==> src/rtl/apb_arbiter.sv <==
// Two-requester APB arbiter: one transfer per grant, ties alternate, onto a single completer.
// Optional access-phase timeout is compiled in when APB_ARBITER_TIMEOUT_EN is defined.
module apb_arbiter #(
    parameter int ADDR_WIDTH     = 24,
    parameter int DATA_WIDTH     = 32,
    parameter int TIMEOUT_CYCLES = 1024
) (
    input  logic                    pclk,
    input  logic                    preset_n,

    input  logic                    s0_psel,
    input  logic                    s0_penable,
    input  logic [ADDR_WIDTH-1:0]   s0_paddr,
    input  logic                    s0_pwrite,
    input  logic [DATA_WIDTH-1:0]   s0_pwdata,
    input  logic [DATA_WIDTH/8-1:0] s0_pstrb,
    output logic                    s0_pready,
    output logic [DATA_WIDTH-1:0]   s0_prdata,
    output logic                    s0_pslverr,

    input  logic                    s1_psel,
    input  logic                    s1_penable,
    input  logic [ADDR_WIDTH-1:0]   s1_paddr,
    input  logic                    s1_pwrite,
    input  logic [DATA_WIDTH-1:0]   s1_pwdata,
    input  logic [DATA_WIDTH/8-1:0] s1_pstrb,
    output logic                    s1_pready,
    output logic [DATA_WIDTH-1:0]   s1_prdata,
    output logic                    s1_pslverr,

    output logic                    m_psel,
    output logic                    m_penable,
    output logic                    m_pwrite,
    output logic [ADDR_WIDTH-1:0]   m_paddr,
    output logic [DATA_WIDTH-1:0]   m_pwdata,
    output logic [DATA_WIDTH/8-1:0] m_pstrb,
    input  logic                    m_pready,
    input  logic                    m_pslverr,
    input  logic [DATA_WIDTH-1:0]   m_prdata,

    output logic [1:0]              grant
);

    localparam int STRB_WIDTH = DATA_WIDTH / 8;

    typedef enum logic [1:0] {IDLE, SETUP, ACCESS, RESP} state_t;

    state_t                  state, state_nxt;
    logic                    owner, owner_nxt;
    logic                    last_grant, last_grant_nxt;
    logic                    dropped, dropped_nxt;
    logic [ADDR_WIDTH-1:0]   paddr_q, paddr_nxt;
    logic                    pwrite_q, pwrite_nxt;
    logic [DATA_WIDTH-1:0]   pwdata_q, pwdata_nxt;
    logic [STRB_WIDTH-1:0]   pstrb_q, pstrb_nxt;
    logic [DATA_WIDTH-1:0]   rdata_q, rdata_nxt;
    logic                    slverr_q, slverr_nxt;

    logic                    win;
    logic                    owner_psel;
    logic                    resp_vld;
    logic                    tmo_expired;

    // Requester penable carries no information the arbiter needs: psel alone marks a request.
    logic unused_penable;
    assign unused_penable = s0_penable ^ s1_penable;

    // Tie goes to whoever was not granted last; a lone request wins outright.
    assign win        = (s0_psel && s1_psel) ? ~last_grant : s1_psel;
    assign owner_psel = owner ? s1_psel : s0_psel;

`ifdef APB_ARBITER_TIMEOUT_EN
    localparam int TMO_W = (TIMEOUT_CYCLES > 1) ? $clog2(TIMEOUT_CYCLES) : 1;

    logic [TMO_W-1:0] tmo_cnt;

    assign tmo_expired = (tmo_cnt == TMO_W'(TIMEOUT_CYCLES - 1));

    always_ff @(posedge pclk or negedge preset_n) begin
        if (!preset_n) begin
            tmo_cnt <= '0;
        end else if (state == ACCESS && state_nxt == ACCESS) begin
            tmo_cnt <= tmo_cnt + TMO_W'(1);
        end else begin
            tmo_cnt <= '0;
        end
    end
`else
    localparam int unused_timeout_cycles = TIMEOUT_CYCLES;
    assign tmo_expired = 1'b0;
`endif

    always_comb begin
        state_nxt      = state;
        owner_nxt      = owner;
        last_grant_nxt = last_grant;
        dropped_nxt    = dropped;
        paddr_nxt      = paddr_q;
        pwrite_nxt     = pwrite_q;
        pwdata_nxt     = pwdata_q;
        pstrb_nxt      = pstrb_q;
        rdata_nxt      = rdata_q;
        slverr_nxt     = slverr_q;
        case (state)
            IDLE: begin
                if (s0_psel || s1_psel) begin
                    owner_nxt      = win;
                    last_grant_nxt = win;
                    dropped_nxt    = 1'b0;
                    paddr_nxt      = win ? s1_paddr  : s0_paddr;
                    pwrite_nxt     = win ? s1_pwrite : s0_pwrite;
                    pwdata_nxt     = win ? s1_pwdata : s0_pwdata;
                    pstrb_nxt      = win ? s1_pstrb  : s0_pstrb;
                    state_nxt      = SETUP;
                end
            end
            SETUP: begin
                dropped_nxt = dropped | ~owner_psel;
                state_nxt   = ACCESS;
            end
            ACCESS: begin
                // A requester that walks away still lets the completer finish; only its response is suppressed.
                dropped_nxt = dropped | ~owner_psel;
                if (m_pready) begin
                    rdata_nxt  = m_prdata;
                    slverr_nxt = m_pslverr;
                    state_nxt  = RESP;
                end else if (tmo_expired) begin
                    rdata_nxt  = '0;
                    slverr_nxt = 1'b1;
                    state_nxt  = RESP;
                end
            end
            RESP: begin
                state_nxt = IDLE;
            end
            default: begin
                state_nxt = IDLE;
            end
        endcase
    end

    always_ff @(posedge pclk or negedge preset_n) begin
        if (!preset_n) begin
            state      <= IDLE;
            owner      <= 1'b0;
            last_grant <= 1'b1;
            dropped    <= 1'b0;
            paddr_q    <= '0;
            pwrite_q   <= 1'b0;
            pwdata_q   <= '0;
            pstrb_q    <= '0;
            rdata_q    <= '0;
            slverr_q   <= 1'b0;
        end else begin
            state      <= state_nxt;
            owner      <= owner_nxt;
            last_grant <= last_grant_nxt;
            dropped    <= dropped_nxt;
            paddr_q    <= paddr_nxt;
            pwrite_q   <= pwrite_nxt;
            pwdata_q   <= pwdata_nxt;
            pstrb_q    <= pstrb_nxt;
            rdata_q    <= rdata_nxt;
            slverr_q   <= slverr_nxt;
        end
    end

    assign m_psel    = (state == SETUP) || (state == ACCESS);
    assign m_penable = (state == ACCESS);
    assign m_paddr   = paddr_q;
    assign m_pwrite  = pwrite_q;
    assign m_pwdata  = pwdata_q;
    assign m_pstrb   = pstrb_q;
    assign grant     = m_psel ? (owner ? 2'b10 : 2'b01) : 2'b00;

    // Response lines are gated so the non-owner and idle cycles always read as zero.
    assign resp_vld   = (state == RESP) && !dropped;
    assign s0_pready  = resp_vld && !owner;
    assign s1_pready  = resp_vld && owner;
    assign s0_prdata  = s0_pready ? rdata_q : '0;
    assign s1_prdata  = s1_pready ? rdata_q : '0;
    assign s0_pslverr = s0_pready && slverr_q;
    assign s1_pslverr = s1_pready && slverr_q;

endmodule

==> config.mk <==
export PLATFORM = sky130hd
export DESIGN_NAME = apb_arbiter
export DESIGN_NICKNAME = d
export VERILOG_FILES = /design/src/rtl/apb_arbiter.sv
export SDC_FILE = /design/constraint.sdc
export NUM_CORES = 1
export LEC_CHECK = 0
export BUFFER_PORTS_ARGS = -buffer_cell sky130_fd_sc_hd__buf_2
export CORE_AREA = 2 2 113 115
export DETAILED_ROUTE_END_ITERATION = 7
export DIE_AREA = 0 0 115 117
export PLACE_DENSITY = 0.74
export SYNTH_ARGS = -nofsm -noshare
export SYNTH_HDL_FRONTEND = slang
export SYNTH_SLANG_ARGS = --single-unit
==> constraint.sdc <==
create_clock -name pclk -period 5.15 [get_ports pclk]
set_clock_uncertainty 0.2 [all_clocks]
set_input_delay 0.2575 -clock pclk [delete_from_list [all_inputs] [get_ports pclk]]
set_output_delay 0.2575 -clock pclk [all_outputs]
set_load 0.1 [all_outputs]
Word level (Yosys, flattened, before mapping):

Cells that the tools add are included.

* logic and storage cells: 50
* register bits: 99
* output and inout port bits: 133
* input bits: 162

* bitwise logic cells: 3
* equality and inequality tests: 5
* reductions and logical operators: 17
* mux-type cells: 15

Operator list (count)
* $mux W32: 3
* $mux W24: 1
* $mux W2: 4
* $pmux W2 S4: 1
* $reduce_and A2 Y1: 4
* $logic_and A1 B1 Y1: 6
* $eq A2 B2 Y1 const B: 2
* $mux W1: 4
* $mux W4: 1
* $eq A2 B1 Y1 const B: 1
* $logic_not A1 Y1: 2
* $logic_not A2 Y1: 1
* $logic_or A1 B1 Y1: 2
* $ne A2 B1 Y1 const B: 1
* $ne A2 B2 Y1 const B: 1
* $not A1 Y1: 2
* $pmux W1 S2: 1
* $reduce_bool A2 Y1: 1
* $reduce_or A2 Y1: 1
* $or A1 B1 Y1: 1

Depth between registers and ports, before layout:

Gate-level depths: netlist of the first run.

* depth after elaboration: 4
* gate-level depth with buffers: 7

Worst setup path before layout of the first run:

No wires, ideal clock.

* path kind: flip-flop to flip-flop
* start point: register state[0]
* end point: register dropped
* slack: 1.758 ns
* library setup time: 0.075 ns
* buffers on the path: 0
* stages on the path, launching flop included: 6
* arrival: 3.117 ns
* period minus slack after synthesis: 3.392 ns
* data required time: 4.875 ns
* cell sequence: dfrtp_1 > inv_1 > ha_1 > nor2b_1 > o211ai_1 > nand3_1

* longest elaborated chain between the ends: 4
* elaborated cells between the ends (all ways): 8
* those cells by class: 3 x eq/ne; 1 x mux; 4 x reduce/logical

Ends and longest elaborated chain
* start: declaration: RTL line 48 `state_t state, state_nxt;`
* start signal: assignment: RTL line 156 `state <= state_nxt;`
* $eq A2 B2 Y1 / $eq A2 B1 Y1 (equally long branches): RTL line 104 `case (state)`
* $reduce_or A2 Y1 (no source line)
* $reduce_bool A2 Y1 (no source line)
* $reduce_and A2 Y1 (no source line)
* end signal: assignment: RTL line 159 `dropped <= dropped_nxt;`
* end: declaration: RTL line 51 `logic dropped, dropped_nxt;`

Parallel ways exist; a longest one is shown, timed or not.
A chain may end at the register's enable or synchronous reset.

Worst setup path in the final report of the first run:

* start point: input s0_psel
* end point: register paddr_q[19] (netlist: m_paddr[19])

* longest elaborated chain between the ends: 3
* elaborated cells between the ends (all ways): 5
* those cells by class: 2 x mux; 3 x reduce/logical

Ends and longest elaborated chain
* start: declaration: RTL line 11 `input logic s0_psel,`
* $logic_and A1 B1 Y1: RTL line 69 `assign win = (s0_psel && s1_psel) ? ~last_grant : s1_psel;`
* $mux W1: RTL line 69
* $mux W24: RTL line 110 `paddr_nxt = win ? s1_paddr : s0_paddr;`
* end signal: assignment: RTL line 160 `paddr_q <= paddr_nxt;`
* end: declaration: RTL line 52 `logic [ADDR_WIDTH-1:0] paddr_q, paddr_nxt;`

Parallel ways exist; a longest one is shown, timed or not.

==> impl_metrics.csv, run 1 <==
group,metric,value,unit
run_status,status,"finished clean",
sta,post-route-min-period,3141,ps
worst_setup_path,critPathMaxFanout,34,
floorplan,die_x,115,µm
sta,finalSetupViolCount,0,
clocking,path_clk_slew,70,ps
global_routing,grt_pass1_wl,22030,µm
worst_setup_path,start_kind,"input pin",
yosys,yosysSeqAreaShare,51.75,%
route,drt-total-wl,14370,µm
yosys,synth.distinct_cells,23,
yosys,syn-instance-count,439,
placed_design,dpl.cell_count,857,
route,drtIter0Drc,164,
finish,drive_above_1_share,38.29,%
finish,postLayoutCoreUtil,62.20,%
sta,rsz0062_at_grt,"false",
yosys,synth_top_cell_area_share,51.20,%
sta,fin_crit_sh,60.98,%
clocking,clock_path_buffers,2,
yosys,synth_nets,605,
worst_setup_path,worstPathRequired,5130,ps
clocking,cts_tree,"done",
placed_design,hpwl,9271,µm
sta,slew-limit-headroom,24.88,%
global_routing,grt_pass1_vias,4651,
sta,worst_slack,2009,ps
route,post-route-drc-count,0,
floorplan,coreArea,0.01231,mm²
floorplan,boundaryPins,295,
sta,fin_setup_tns,0,ps
placed_design,io_buffers,292,
yosys,synth_area_leaders,"dfrtp_1 51%, mux2i_1 13%, and2_1 8.8%",
floorplan,rows,41,
floorplan,dieArea,0.01346,mm²
clocking,clk_latency,330,ps
yosys,synth_edf_count,0,
yosys,ys.warnings.count,0,
yosys,yosys-top-cells-count,"98 x dfrtp_1, 67 x and2_1, 63 x nand2_1, 63 x o21ai_1, 61 x mux2i_1",
worst_setup_path,end_kind,"flop",
worst_setup_path,path_class,"input pin to flop",
placed_design,post-place-ws,2642,ps
floorplan,initial_core_util,38.90,%
worst_setup_path,r2r_slack,2120,ps
clocking,cts_buffers,9,
global_routing,antenna_found_initial,0,
yosys,synthFlopType,"dfrtp_1",
job,maxCapViolCount,0,
finish,nFillCells,955,
sta,worst-slew-pin-transition,1127,ps
sta,drv_slew,0,
yosys,synth_area,0.004790,mm²
finish,layout.nets,989,
route,routedWlPerCell,14.69,µm
yosys,yosysMostFrequentCell,"dfrtp_1",
finish,num_antenna_cells,0,
route,num_vias,4622,
floorplan,die_h,117,µm
clocking,root_buffer,"clkbuf_16",
clocking,htreeDepth,3,
yosys,syn_avg_cell_area,10.91,µm²
global_routing,grt_overflow,0,
finish,fin_cells,978,
worst_hold_path,min_path_type,"input pin to flop",
placed_design,gp_congestion,0.7605,
yosys,ys_async_sr_fraction,100.0,%
clocking,cts_resized,0,
route,ant_nets,0,
global_routing,grt_usage,21.00,%
route,dr.pass1.iters,5,
finish,area_growth,59.87,%
global_routing,grt_max_degree,125,
worst_setup_path,arrival,3120,ps
sta,fmax,318.4,MHz
clocking,cts.sinks,99,
route,via_per_inst,4.726,
sta,hold_viol_final,0,
yosys,synth_seq_cells,99,
yosys,synth_top_area_cell,"dfrtp_1",
stage by stage:
| step | hold WS (ps) | cell area, µm² |
|---|---|---|
| floorplan | -238.1 | 4790 |
| global placement | 93.48 | 6319 |
| detailed placement | 95.82 | 6319 |
| CTS | 0.4829 | 7657 |
| global route | 11.09 | 7657 |
| finish | 6.586 | 7657 |
cell families after synthesis:
family | count (synthesis) | share of synthesized area [%]
DFF | 99 | 51.75
AOI/OAI and AO/OA | 71 | 7.837
buffers and inverters | 35 | 4.101
muxes | 95 | 20.74
and+or+nand+nor | 135 | 14.52
adders and majority gates | 4 | 1.045
layout make-up:
class / instances / area (µm²) / share of cell area [%]
clock buffers: 11 / 252.7 / 3.301
clock inverters: 5 / 35.03 / 0.4575
inverters: 6 / 22.52 / 0.2941
multi-input cells: 305 / 2128 / 27.79
flip-flops and latches: 99 / 2479 / 32.37
repair buffers: 402 / 2552 / 33.33
well taps: 150 / 187.7 / 2.451
timing repair:
action,CTS,global route
setup buffers,0,0
endpoints found under the setup margin,0,0
hold endpoints to repair,118,0
hold buffers,105,0
state kept, by name, summed over array words and instances (netlist names):
register,cells
slverr_q,1
state,2
m_paddr,24
dropped,1
m_pstrb,4
m_pwrite,1
owner,1
last_grant,1
rdata_q,32
m_pwdata,32
final timing paths:
| kind | start | to | cells after the start |
|---|---|---|---|
| max | s0_psel | m_paddr[19]$_DFFE_PN0P_ | 7 |
| min | s1_pwdata[21] | m_pwdata[21]$_DFFE_PN0P_ | 3 |
| max reg2reg | last_grant$_DFFE_PN1P_ | m_paddr[19]$_DFFE_PN0P_ | 5 |
| min reg2reg | m_pwdata[8]$_DFFE_PN0P_ | m_pwdata[8]$_DFFE_PN0P_ | 2 |
| max in group asynchronous | preset_n | m_pwdata[28]$_DFFE_PN0P_ | 3 |
| min in group asynchronous | preset_n | rdata_q[3]$_DFFE_PN0P_ | 2 |
routing by layer:
layer  routed length (µm)  vias up  global-route usage [%]
li1                     -     2246                       -
met1                 5355     2151                   21.91
met2                 7677      190                   39.88
met3                  900       33                   4.428
met4                  427        2                   10.52
met5                    9        -                       0
critical path: stages:
cell,delay (ps)
dlygate4sd3_1,530
buf_2,190
a21bo_4,570
buf_4,540
mux2i_1,290
dlygate4sd3_1,610
o21ai_1,70
placed cells by master, fill, tap and decap left out, drive strengths merged:
| cell type | count |
|---|---|
| a21bo | 1 |
| a21oi | 2 |
| a31oi | 1 |
| and2 | 67 |
| and3b | 1 |
| buf | 297 |
| clkbuf | 11 |
| clkinv | 2 |
| clkinvlp | 1 |
| dfrtp | 98 |
| dfstp | 1 |
| dlygate4sd3 | 105 |
| ha | 4 |
| inv | 8 |
| mux2 | 34 |
| mux2i | 61 |
| nand2 | 63 |
| nand3 | 1 |
| nor2b | 1 |
| nor3b | 2 |
| o211ai | 2 |
| o21ai | 64 |
| o32a | 1 |
Power of run 1 is left out: the tool's default activity adds up to more than one toggle a clock period on the data nets, which glitch-free logic cannot reach.
==> run 2, diff against run 1 <==
--- a/config.mk
+++ b/config.mk
@@ -6,10 +6,10 @@
 export NUM_CORES = 1
 export LEC_CHECK = 0
 export BUFFER_PORTS_ARGS = -buffer_cell sky130_fd_sc_hd__buf_2
-export CORE_AREA = 2 2 113 115
+export CORE_AREA = 2 2 115 117
 export DETAILED_ROUTE_END_ITERATION = 7
-export DIE_AREA = 0 0 115 117
-export PLACE_DENSITY = 0.74
+export DIE_AREA = 0 0 117 119
+export PLACE_DENSITY = 0.72
 export SYNTH_ARGS = -nofsm -noshare
 export SYNTH_HDL_FRONTEND = slang
 export SYNTH_SLANG_ARGS = --single-unit
==> constraint.sdc (replaced) <==
create_clock -name pclk -period 2.9 [get_ports pclk]
set_clock_uncertainty 0.2 [all_clocks]
set_input_delay 0.145 -clock pclk [delete_from_list [all_inputs] [get_ports pclk]]
set_output_delay 0.145 -clock pclk [all_outputs]
set_load 0.1 [all_outputs]
==> run 2 against run 1 <==
  * Die area up 3.5%
  * Critical path depth unchanged
  * First-iteration DRC count up 70%
  * Final area up 9.0%
  * Sequential share of layout area down 2.7 points
  * Via count up 8.6%
  * Non-clock buffer count up 56
  * Worst hold slack better by 45 ps
  * Utilization up 2.6 points
  * Sequential cell count unchanged
  * Routed wire length up 12%
  * Largest cell class unchanged
==> impl_metrics.csv, run 2 (same netlist as run 1, synthesis figures left out) <==
group,metric,value,unit
floorplan,coreArea,0.01287,mm²
worst_setup_path,regToRegStartpoint,"last_grant$_DFFE_PN1P_",
worst_setup_path,worstPathRequired,2880,ps
clocking,cts_buffers,9,
floorplan,dieArea,0.01392,mm²
route,drt-total-wl,16160,µm
clocking,htreeDepth,3,
route,drtIter0Drc,279,
power_and_ir_drop,peakVddDrop,857.2,µV
worst_setup_path,path_class,"input pin to flop",
clocking,root_buffer,"clkbuf_16",
sta,hold_viol_final,0,
placed_design,io_buffers,292,
clocking,cts.sinks,99,
finish,final_common_cell,"buf_2",
sta,rsz0062_at_grt,"false",
route,via_per_inst,4.736,
global_routing,grt_pass1_wl,24330,µm
worst_setup_path,r2r_slack,310,ps
worst_setup_path,cp_common_cell,"dlygate4sd3_1",
worst_setup_path,crit_buf_inv,4,
job,maxCapViolCount,0,
worst_setup_path,crit_path_start,"s1_psel",
worst_setup_path,max_stage_delay,610,ps
sta,post-route-min-period,2611,ps
run_status,status,"finished clean",
worst_setup_path,critPathMaxFanout,20,
floorplan,die_x,117,µm
finish,area_growth,74.27,%
finish,most-common-layout-cells,"289 x buf_2, 159 x dlygate4sd3_1, 98 x dfrtp_1, 67 x and2_1",
finish,drive_above_1_share,36.13,%
floorplan,boundaryPins,295,
global_routing,grt_usage,22.58,%
worst_setup_path,start_kind,"input pin",
worst_setup_path,endpoint,"m_paddr[0]$_DFFE_PN0P_",
sta,fin_crit_sh,90.04,%
route,num_vias,5020,
sta,drv_slew,0,
sta,fmax,383.0,MHz
floorplan,rows,42,
clocking,cts_tree,"done",
global_routing,grt_max_degree,82,
clocking,path_clk_slew,70,ps
placed_design,hpwl,9261,µm
global_routing,grt_pass1_vias,5144,
worst_setup_path,reg2reg_to,"m_paddr[0]$_DFFE_PN0P_",
finish,postLayoutCoreUtil,64.83,%
worst_hold_path,min_path_type,"input pin to flop",
route,ant_nets,0,
sta,slew-limit-headroom,27.90,%
worst_setup_path,end_kind,"flop",
power_and_ir_drop,cellLeakagePower,4.481,nW
worst_setup_path,cp.depth,7,
clocking,cts_setup_buffers,0,
worst_setup_path,cp_top_family,"buffers and inverters",
sta,fin_setup_tns,0,ps
power_and_ir_drop,p_per_area,1240,mW/mm²
worst_setup_path,arrival,2590,ps
placed_design,gp_congestion,0.7765,
floorplan,initial_core_util,37.20,%
worst_setup_path,crit_chain,"dlygate4sd3_1, buf_2, a21bo_4, buf_4, mux2i_1, dlygate4sd3_1, o21ai_1",
floorplan,die_h,119,µm
global_routing,grt_overflow,0,
sta,worst-slew-pin-transition,1077,ps
clocking,clock_path_buffers,2,
worst_setup_path,crit_slowest_cell,"dlygate4sd3_1",
clocking,clk_latency,340,ps
worst_setup_path,worstRegToRegCells,5,
route,routedWlPerCell,15.25,µm
finish,layout.nets,1045,
global_routing,antenna_found_initial,0,
route,post-route-drc-count,0,
route,dr.pass1.iters,4,
sta,finalSetupViolCount,0,
==> run 2: cell types whose count changed in the layout (fill, tap and decap cells not counted), sizes merged <==
cell,change
buf,+2
bufinv,+2
clkbuf,-1
diode,+1
dlygate4sd3,+54
inv,-2
==> run 2: worst min-delay path by stage <==
stage | start | end | slack, ps | cells after the start
2_1_floorplan | preset_n | dropped$_DFFE_PN0P_ | -350 | 0
5_1_grt | m_pready | state[0]$_DFFE_PN0P_ | 90 | 4
6_report | m_pready | state[0]$_DFFE_PN0P_ | 50 | 4
4_1_cts | m_pready | state[0]$_DFFE_PN0P_ | 40 | 4
3_5_place_dp | preset_n | rdata_q[21]$_DFFE_PN0P_ | 7 | 1
3_3_place_gp | preset_n | rdata_q[21]$_DFFE_PN0P_ | -20 | 1
==> run 2: layer usage <==
layer / vias to the layer above / track usage, % / wire [µm]
met1: 2360 / 23.55 / 6070
met3: 58 / 4.835 / 1060
met4: 0 / 12.21 / 659
met5: - / 0 / 0
met2: 240 / 41.29 / 8372
li1: 2362 / - / -
==> run 2: power breakdown <==
part	switching, W	total, W	internal, W
clock	0.000508	0.00128	0.000772
combinational	0.00523	0.00658	0.00135
sequential	0.000411	0.00249	0.00208
==> run 2: cell type report <==
cell class,count,area [µm²]
fill,941,4528
antenna,1,2.502
tap,176,220.2
clock inverter,5,77.57
clock buffer,10,239.0
multi-input combinational,305,2131
sequential,99,2479
inverter,6,22.52
timing repair buffer,458,3176
==> run 2: worst reg2reg max path: stages, from the launching register on <==
cell and delay [ps]:
dfstp_2 550, a21bo_4 400, buf_4 330, mux2i_1 250, dlygate4sd3_1 610, o21ai_1 80
==> run 2: repair_timing <==
action	CTS	global route
hold endpoints to repair	142	0
gates resized for setup	0	0
hold buffers	159	0
==> run 2: stage by stage <==
stage / instance area, µm² / instances / hold WS [ps] / total power, W / setup slack (ps)
CTS: 8344 / 1059 / 39.91 / 0.01031 / 381.7
global route: 8344 / 1059 / 87.20 / 0.01081 / 243.1
floorplan: 4795 / 439 / -350.6 / 0.007668 / 32.91
detailed placement: 6436 / 885 / 6.846 / 0.008749 / 835.4
global placement: 6436 / 885 / -18.61 / 0.008622 / 900.4
finish: 8347 / 1060 / 51.44 / 0.01035 / 289.0
Note: power is estimated with default switching activity, not from simulation.
